`config.mk`:
```
export PLATFORM = sky130hd
export DESIGN_NAME = feistel_key_schedule_flat
export DESIGN_NICKNAME = d
export VERILOG_FILES = /design/src/rtl/feistel_key_schedule_pkg.sv /design/src/rtl/feistel_key_schedule_if.sv /design/src/rtl/feistel_rkey_regfile.sv /design/src/rtl/feistel_key_schedule.sv /design/src/flat_wrapper.sv
export SDC_FILE = /design/constraint.sdc
export NUM_CORES = 1
export LEC_CHECK = 0
export CAP_MARGIN = 15
export CORE_MARGIN = 2
export CORE_UTILIZATION = 55
export CTS_CLUSTER_DIAMETER = 120
export DETAILED_ROUTE_END_ITERATION = 10
export HOLD_SLACK_MARGIN = 0.15
export PLACE_DENSITY = 0.87
export SLEW_MARGIN = 20
export SYNTH_ARGS = -nofsm -noshare
export SYNTH_HDL_FRONTEND = slang
export SYNTH_SLANG_ARGS = --single-unit
```
`constraint.sdc`:
```
create_clock -name clk -period 6.8 [get_ports clk]
set_clock_uncertainty 0.2 [all_clocks]
set_input_delay 1.02 -clock clk [delete_from_list [all_inputs] [get_ports clk]]
set_output_delay 1.02 -clock clk [all_outputs]
set_load 0.02 [all_outputs]
```
`src/rtl/feistel_key_schedule_pkg.sv`:
```
// Shared definitions for the Feistel key schedule.
// Contents: block/half widths of the round datapath, default key-schedule
// parameters, the FSM state encoding and the index-width helper.
package feistel_pkg;

    localparam int BLOCK_W    = 33;
    localparam int HALF_HI_W  = 17;
    localparam int HALF_LO_W  = 16;

    localparam int KEY_W_DEF      = 32;
    localparam int RKEY_W_DEF     = 17;
    localparam int NUM_ROUNDS_DEF = 8;

    typedef enum logic [1:0] {
        IDLE   = 2'd0,
        EXPAND = 2'd1,
        READY  = 2'd2,
        STREAM = 2'd3
    } ks_state_t;

    // Width of a round index; at least one bit even for degenerate sizes.
    function automatic int idx_width(input int n);
        return (n <= 2) ? 1 : $clog2(n);
    endfunction

endpackage

```
`src/rtl/feistel_key_schedule_if.sv`:
```
// Round-key stream from the key schedule to the round datapath.
// master (key schedule): drives Round_key, round_key_valid, Round_index,
//                        last_round; receives round_key_ack.
// slave  (datapath):     the reverse.
interface feistel_key_schedule_if #(
    parameter int RKEY_W = 17,
    parameter int IDX_W  = 3
);
    logic [RKEY_W-1:0] Round_key;
    logic              round_key_valid;
    logic [IDX_W-1:0]  Round_index;
    logic              last_round;
    logic              round_key_ack;

    modport master (
        output Round_key, round_key_valid, Round_index, last_round,
        input  round_key_ack
    );

    modport slave (
        input  Round_key, round_key_valid, Round_index, last_round,
        output round_key_ack
    );
endinterface

```
`src/rtl/feistel_rkey_regfile.sv`:
```
// Round-key table: NUM_ROUNDS x RKEY_W registers.
// Ports: clk/rst (async clear to 0), wr_en/wr_addr/wr_data synchronous
// write port, rd_addr -> rd_data combinational read port.
module feistel_rkey_regfile
    import feistel_pkg::*;
#(
    parameter int RKEY_W     = RKEY_W_DEF,
    parameter int NUM_ROUNDS = NUM_ROUNDS_DEF,
    parameter int IDX_W      = idx_width(NUM_ROUNDS)
) (
    input  logic              clk,
    input  logic              rst,
    input  logic              wr_en,
    input  logic [IDX_W-1:0]  wr_addr,
    input  logic [RKEY_W-1:0] wr_data,
    input  logic [IDX_W-1:0]  rd_addr,
    output logic [RKEY_W-1:0] rd_data
);

    logic [RKEY_W-1:0] mem [NUM_ROUNDS];

    always_ff @(posedge clk or posedge rst) begin
        if (rst) begin
            for (int i = 0; i < NUM_ROUNDS; i++) begin
                mem[i] <= '0;
            end
        end else if (wr_en) begin
            mem[wr_addr] <= wr_data;
        end
    end

    assign rd_data = mem[rd_addr];

endmodule

```
`src/rtl/feistel_key_schedule.sv`:
```
// Feistel round-key generator.
// Expands a master key into NUM_ROUNDS round keys (one per cycle), stores
// them, and streams them to the round datapath over rk_if, ascending for
// encryption and descending for decryption.
// Ports: clk, rst (async, active high); Key_in/key_load start an expansion;
// start/encrypt_en begin a stream; rk_if carries key/valid/index/last/ack;
// key_busy = expansion running, key_ready = table complete and idle.
//
// state  | meaning
// IDLE   | no key loaded since reset
// EXPAND | writing one table entry per cycle, rotating K
// READY  | table complete, waiting for start
// STREAM | presenting table[idx] until acked
module feistel_key_schedule
    import feistel_pkg::*;
#(
    parameter int KEY_W      = KEY_W_DEF,
    parameter int RKEY_W     = RKEY_W_DEF,
    parameter int NUM_ROUNDS = NUM_ROUNDS_DEF,
    parameter int ROT        = 3
) (
    input  logic                   clk,
    input  logic                   rst,
    input  logic [KEY_W-1:0]       Key_in,
    input  logic                   key_load,
    input  logic                   start,
    input  logic                   encrypt_en,
    feistel_key_schedule_if.master rk_if,
    output logic                   key_busy,
    output logic                   key_ready
);

    localparam int               IDX_W    = idx_width(NUM_ROUNDS);
    localparam logic [IDX_W-1:0] IDX_LAST = IDX_W'(NUM_ROUNDS - 1);

    ks_state_t         state_q, state_d;
    logic [KEY_W-1:0]  k_q, k_d;
    logic [IDX_W-1:0]  cnt_q, cnt_d;
    logic [IDX_W-1:0]  idx_q, idx_d;
    logic              dir_q, dir_d;

    logic              wr_en;
    logic [RKEY_W-1:0] wr_data;
    logic [RKEY_W-1:0] rd_data;
    logic              streaming;
    logic              at_last;

    feistel_rkey_regfile #(
        .RKEY_W     (RKEY_W),
        .NUM_ROUNDS (NUM_ROUNDS),
        .IDX_W      (IDX_W)
    ) u_regfile (
        .clk     (clk),
        .rst     (rst),
        .wr_en   (wr_en),
        .wr_addr (cnt_q),
        .wr_data (wr_data),
        .rd_addr (idx_q),
        .rd_data (rd_data)
    );

    assign wr_data   = k_q[RKEY_W-1:0] ^ RKEY_W'(cnt_q);
    assign streaming = (state_q == STREAM);
    // Terminal index depends on direction: top of table ascending, 0 descending.
    assign at_last   = dir_q ? (idx_q == IDX_LAST) : (idx_q == '0);

    always_ff @(posedge clk or posedge rst) begin
        if (rst) begin
            state_q <= IDLE;
            k_q     <= '0;
            cnt_q   <= '0;
            idx_q   <= '0;
            dir_q   <= 1'b0;
        end else begin
            state_q <= state_d;
            k_q     <= k_d;
            cnt_q   <= cnt_d;
            idx_q   <= idx_d;
            dir_q   <= dir_d;
        end
    end

    always_comb begin
        state_d = state_q;
        k_d     = k_q;
        cnt_d   = cnt_q;
        idx_d   = idx_q;
        dir_d   = dir_q;
        wr_en   = 1'b0;

        // A new key aborts whatever is in progress, including an expansion
        // (the aborted cycle does not write the table) and a stream.
        if (key_load) begin
            k_d     = Key_in;
            cnt_d   = '0;
            state_d = EXPAND;
        end else begin
            case (state_q)
                EXPAND: begin
                    wr_en = 1'b1;
                    k_d   = (k_q << ROT) | (k_q >> (KEY_W - ROT));
                    cnt_d = cnt_q + IDX_W'(1);
                    if (cnt_q == IDX_LAST) begin
                        state_d = READY;
                    end
                end
                READY: begin
                    if (start) begin
                        dir_d   = encrypt_en;
                        idx_d   = encrypt_en ? '0 : IDX_LAST;
                        state_d = STREAM;
                    end
                end
                STREAM: begin
                    if (rk_if.round_key_ack) begin
                        if (at_last) begin
                            state_d = READY;
                        end else if (dir_q) begin
                            idx_d = idx_q + IDX_W'(1);
                        end else begin
                            idx_d = idx_q - IDX_W'(1);
                        end
                    end
                end
                default: ;
            endcase
        end
    end

    assign key_busy              = (state_q == EXPAND);
    assign key_ready             = (state_q == READY);
    assign rk_if.round_key_valid = streaming;
    assign rk_if.Round_key       = streaming ? rd_data : '0;
    assign rk_if.Round_index     = streaming ? idx_q : '0;
    assign rk_if.last_round      = streaming & at_last;

endmodule

```
`src/flat_wrapper.sv`:
```
// flat-port wrapper written by rule: the top's interface ports become plain ports
module feistel_key_schedule_flat import feistel_pkg::*;
#(
    parameter int KEY_W      = KEY_W_DEF,
    parameter int RKEY_W     = RKEY_W_DEF,
    parameter int NUM_ROUNDS = NUM_ROUNDS_DEF,
    parameter int ROT        = 3
)
  (clk, rst, Key_in, key_load, start, encrypt_en, key_busy, key_ready, rk_if_Round_key, rk_if_round_key_valid, rk_if_Round_index, rk_if_last_round, rk_if_round_key_ack);
  feistel_key_schedule_if #(.RKEY_W(RKEY_W), .IDX_W(3)) rk_if_i ();
  input  logic clk;
  input  logic rst;
  input  logic [KEY_W-1:0] Key_in;
  input  logic key_load;
  input  logic start;
  input  logic encrypt_en;
  output logic key_busy;
  output logic key_ready;
  output wire logic [$bits(rk_if_i.Round_key)-1:0] rk_if_Round_key;
  output wire logic [$bits(rk_if_i.round_key_valid)-1:0] rk_if_round_key_valid;
  output wire logic [$bits(rk_if_i.Round_index)-1:0] rk_if_Round_index;
  output wire logic [$bits(rk_if_i.last_round)-1:0] rk_if_last_round;
  input wire logic [$bits(rk_if_i.round_key_ack)-1:0] rk_if_round_key_ack;
  assign rk_if_Round_key = rk_if_i.Round_key;
  assign rk_if_round_key_valid = rk_if_i.round_key_valid;
  assign rk_if_Round_index = rk_if_i.Round_index;
  assign rk_if_last_round = rk_if_i.last_round;
  assign rk_if_i.round_key_ack = rk_if_round_key_ack;
  feistel_key_schedule #(.KEY_W(KEY_W), .RKEY_W(RKEY_W), .NUM_ROUNDS(NUM_ROUNDS), .ROT(ROT)) u_core (.clk(clk), .rst(rst), .Key_in(Key_in), .key_load(key_load), .start(start), .encrypt_en(encrypt_en), .rk_if(rk_if_i), .key_busy(key_busy), .key_ready(key_ready));
endmodule
```
# ---- After elaboration in Yosys (flattened, before gate mapping)
# Cells that the tools add are included.
# Widths: inputs -> output; s select.
dict set report word_totals {
  elab_cells 72
  inputBits 38
  reg_bits 177
  out_inout_bits 24
}
dict set report op_classes {
  n_addsub 3
  n_bitwise 6
  magnitude_cmp 3
  n_reduce_logical 8
  muxes 27
  eq_ne 12
}
# operator count
set op_table {}
lappend op_table {{$bwmux 136} 1}
lappend op_table {{$mux 17} 4}
lappend op_table {{$mux 32} 2}
lappend op_table {{$bmux 17 s3} 1}
lappend op_table {{$demux 17 s3} 1}
lappend op_table {{$or 32x3->32} 1}
lappend op_table {{$mux 3} 8}
lappend op_table {{$xor 17x3->17} 1}
lappend op_table {{$mux 2} 5}
lappend op_table {{$reduce_and 5->1} 2}
lappend op_table {{$ne 3x3->1 const B} 3}
lappend op_table {{$ge 4x4->1 const B} 2}
lappend op_table {{$not 3->4} 2}
lappend op_table {{$add 3x1->3 const B} 2}
lappend op_table {{$eq 3x3->1 const B} 2}
lappend op_table {{$ne 2x2->1 const B} 3}
lappend op_table {{$pmux 2 s3} 1}
lappend op_table {{$pmux 3 s2} 1}
lappend op_table {{$eq 2x2->1 const B} 2}
lappend op_table {{$lt 4x1->1 const B} 1}
lappend op_table {{$reduce_bool 2->1} 2}
lappend op_table {{$reduce_bool 4->1} 1}
lappend op_table {{$logic_not 3->1} 1}
lappend op_table {{$mux 1} 3}
lappend op_table {{other kinds (7)} 7}

# ---- Longest topological paths before layout
dict set report logic_depth {
  word_depth 6
  ltp_mapped 8
  depth_no_buf 6
}

# ---- Modules after synthesis
# A second synthesis with hierarchy kept.
dict set report unflattened {
  hier_cells 577
  area_unflattened_um2 8473.1
}
# mod cells_per_inst area_per_inst_um2 seq_area_each_um2 n_inst
set by_module_without_submodules {}
lappend by_module_without_submodules {feistel_rkey_regfile 357 6316.1 3403.3 1}
lappend by_module_without_submodules {feistel_key_schedule 220 2157.1 1026.0 1}

# ---- Worst setup path after synthesis
# Ideal clock, no wire load.
dict set report synth_path {
  path_kind {reg-to-output}
  startpoint {register u_core.idx_q[0]}
  endpoint {output rk_if_Round_key[6]}
  path_slack_ns 3.866
  t_required_ns 5.580
  arrival_time_ns 1.714
  n_path_buf 2
  stages_incl_launch_ff 6
  path_cell_list {dfrtp_1 buf_2 buf_2 mux4_2 mux2i_1 nor2_1}
}
dict set report synth_between {
  elab_chain_cells 5
}
# item line
set synth_lines {}
lappend synth_lines {{start, declared} feistel_key_schedule.sv:39} ;# logic [IDX_W-1:0] idx_q, idx_d;
lappend synth_lines {{start signal, assigned} feistel_key_schedule.sv:78} ;# idx_q <= idx_d;
lappend synth_lines {{$not 3->4 (implied by the code)} feistel_rkey_regfile.sv:32} ;# assign rd_data = mem[rd_addr];
lappend synth_lines {{$bmux 17 s3} feistel_rkey_regfile.sv:32}
lappend synth_lines {{$mux 17 (implied by the code) (2 in a row)} feistel_rkey_regfile.sv:32}
lappend synth_lines {{$mux 17} feistel_key_schedule.sv:133} ;# assign rk_if.Round_key = streaming ? rd_data : '0;
lappend synth_lines {{end, declared} flat_wrapper.sv:19} ;# output wire logic [$bits(rk_if_i.Round_key)-1:0] rk_if_Round_key;
# Every way passes these cells. The select of a mux whose other input is x is not followed.

# ---- Worst setup path after layout
dict set report layout_path {
  startpoint {register u_core.idx_q[0]}
  endpoint {output rk_if_Round_key[5]}
}
# Same word-level chain as after synthesis.

==> flow_summary.yaml <==
status:
  status: "completed"
detailed_routing:
  drc: 0
  wl_per_cell_microns: 21.2
  ant_nets: 0
  drt_pass1_iterations: 4
  drt-vias-per-instance: 6.01
  num_vias: 5033
  wl_mm: 17.7
  drtIter0Drc: 389
grt:
  grt_max_degree: 121
  grt-ovfl-total: 0
  antenna_found_initial: 0
  grt_pass1_wl_mm: 28.8
  grt_pass1_vias: 5527
  grt_usage: 0.234
clock_network:
  clk_latency_ps: 430
  clockBufferDepth: 2
  cts_setup_buffers: 0
  tritoncts: "done"
  path_clk_slew_ps: 60
  ctsHtreeMaxLevel: 4
  cts_buffers: 17
  cts_sinks: 177
  cts_root_buf: "clkbuf_16"
  cts_hold_buf: 0
  cts_resized: 0
place:
  portBuffers: 61
  place.gp.congestion: 0.822
  placed_area_sq_mm: 0.00886
  hpwl_mm: 11.2
synth:
  syn_area_per_cell_sq_um: 13.5
  synth_fp_nets: 652
  synth-async-reset-ratio: 1.00
  synth_enable_flop_cells: 0
  synthDistinctLibCells: 40
  synth_seq_cells: 177
  yosys_warnings: 0
  syn_inst: 611
  syn-cell-area_sq_mm: 0.00824
  synth_flop_cell: "dfrtp_1"
  yosysSeqAreaShare: 0.537
hold_path:
  hold_class: "flop to flop"
critical_path:
  crit_path_end_kind: "output port"
  crit_path_start_kind: "flop"
  worstPathMaxFanout: 22
  crit_type: "flop to output port"
  critPathArrivalTime_ps: 3050
  worstPathRequired_ps: 5580
finish:
  synthToLayoutAreaGrowth_pct: 15.8
  fin_area_sq_mm: 0.00954
  seq_area_sq_mm: 0.00443
  fillers: 1022
  final_util: 0.654
  drive_gt1_frac: 0.315
  layout.nets: 681
  multi_input_area_sq_mm: 0.00352
  antenna_cells: 0
floorplanning:
  start_util: 0.565
  dieArea_sq_mm: 0.0160
  die_x_microns: 126
  ioPinCount: 62
  coreArea_sq_mm: 0.0146
  dieHeight_microns: 126
  fp-row-count: 44
power_and_ir_drop:
  ir_drop_v: 0.000215
  leakagePower_nw: 4.19
  finalPower_mw: 3.33
  p_int_mw: 2.50
  combPwrFrac: 0.197
  power.density_mw_per_mm2: 350
  p_switching_mw: 0.838
  swShare: 0.251
  seq_power_share: 0.471
  clockPowerShare: 0.332
timing:
  worst_pin_slew_ps: 1110
  tns_ps: 0
  setup_viol: 0
  hold_viol: 0
  fin_crit_ps: 4270
  slew_headroom: 0.262
  holdWs_ps: 282
  fmax_ghz: 0.234
  rsz0062_at_grt: "false"
  period_share: 0.627
  drv_slew: 0
run:
  timing.max_cap.violations: 0
## cells in the mapped netlist (all sizes together) (3+ instances only)
cell type	instances	area, sq um
buf	31	176
dfrtp	177	4430
mux2i	50	500
mux4	34	766
mux2	125	1430
nor2	24	92.6
a21oi	7	35.0
nand4	3	18.8
nand2	52	195
nand3b	3	22.5
clkbuf	26	97.6
o21ai	43	215
inv	8	30.0
## power by group through the flow
stage                     Combinational, mW  Clock (mW)  Sequential [mW]
final                                 0.657        1.11             1.57
after global routing                  0.714        1.15             1.61
after CTS                             0.665        1.11             1.57
after detailed placement              0.660           0             1.58
after global placement                0.624           0             1.55
after floorplan                       0.588           0             1.47
## worst paths after layout
path	from	cells after the start	endpoint	slack, ps
worst min-delay path	u_core.u_regfile.mem[68]	2	u_core.u_regfile.mem[68]	280
worst max-delay path	u_core.idx_q[0]	5	rk_if_Round_key[5]	2530
worst max register to register	u_core.state_q[1]	3	u_core.u_regfile.mem[103]	4170
min in group asynchronous	rst	2	u_core.k_q[24]	910
max in group asynchronous	rst	3	u_core.u_regfile.mem[12]	4240
worst min register to register	u_core.u_regfile.mem[68]	2	u_core.u_regfile.mem[68]	280
## cell families after synthesis
family | share of synthesized area
flip-flops | 0.537
AO/OA/AOI/OAI | 0.0370
XOR/XNOR | 0.00213
multiplexers | 0.327
AND/OR/NAND/NOR | 0.0539
buffers and inverters | 0.0369
adder cells (fa/ha/maj) | 0.00546
## sequential cells by signal, summed over array words and instances (netlist names)
name / cells
u_core.u_regfile.mem: 136
u_core.state_q: 2
u_core.k_q: 32
u_core.idx_q: 3
u_core.dir_q: 1
u_core.cnt_q: 3
## cells in the final DEF (no fill, tap or decap), types with 2 or more instances in the layout
master,count
dfrtp_1,176
mux2_2,119
clkdlybuf4s50_1,60
nand2_1,52
mux2i_1,50
o21ai_0,43
mux4_2,34
nor2_1,23
clkbuf_16,17
a21oi_1,7
inv_1,6
mux2_4,6
bufinv_16,6
buf_4,6
clkinv_2,4
nand4_1,3
nand3b_1,3
xnor2_1,2
nand3_1,2
and3_1,2
ha_1,2
clkbuf_1,2
clkbuf_8,2
## routing by layer
layer / routed length [microns] / track usage / share of wire
met1: 7340 / 0.296 / 0.41
met2: 9060 / 0.400 / 0.51
met3: 922 / 0.0447 / 0.052
met4: 401 / 0.0963 / 0.023
met5: 0 / 0 / 0
## layout make-up
cell class | count | share of cell area
Clock buffer | 21 | 0.0483
Tap cell | 184 | 0.0241
Sequential cell | 177 | 0.464
Inverter | 8 | 0.00393
Timing Repair Buffer | 67 | 0.0682
Multi-Input combinational cell | 369 | 0.369
Clock inverter | 11 | 0.0218
## per-stage QoR
stage	worst slack, ps	std cells
after floorplan	778	611
after global placement	2930	805
after detailed placement	2900	805
after CTS	2470	837
after global routing	2300	837
final	2530	837
## worst max-delay path, cell delays in order, from the launching register on
cell	delay, ps
dfrtp_2	690
buf_4	500
mux4_2	560
mux2i_1	200
nor2_1	70
clkdlybuf4s50_1	580
Note: power is estimated with default switching activity, not from simulation.
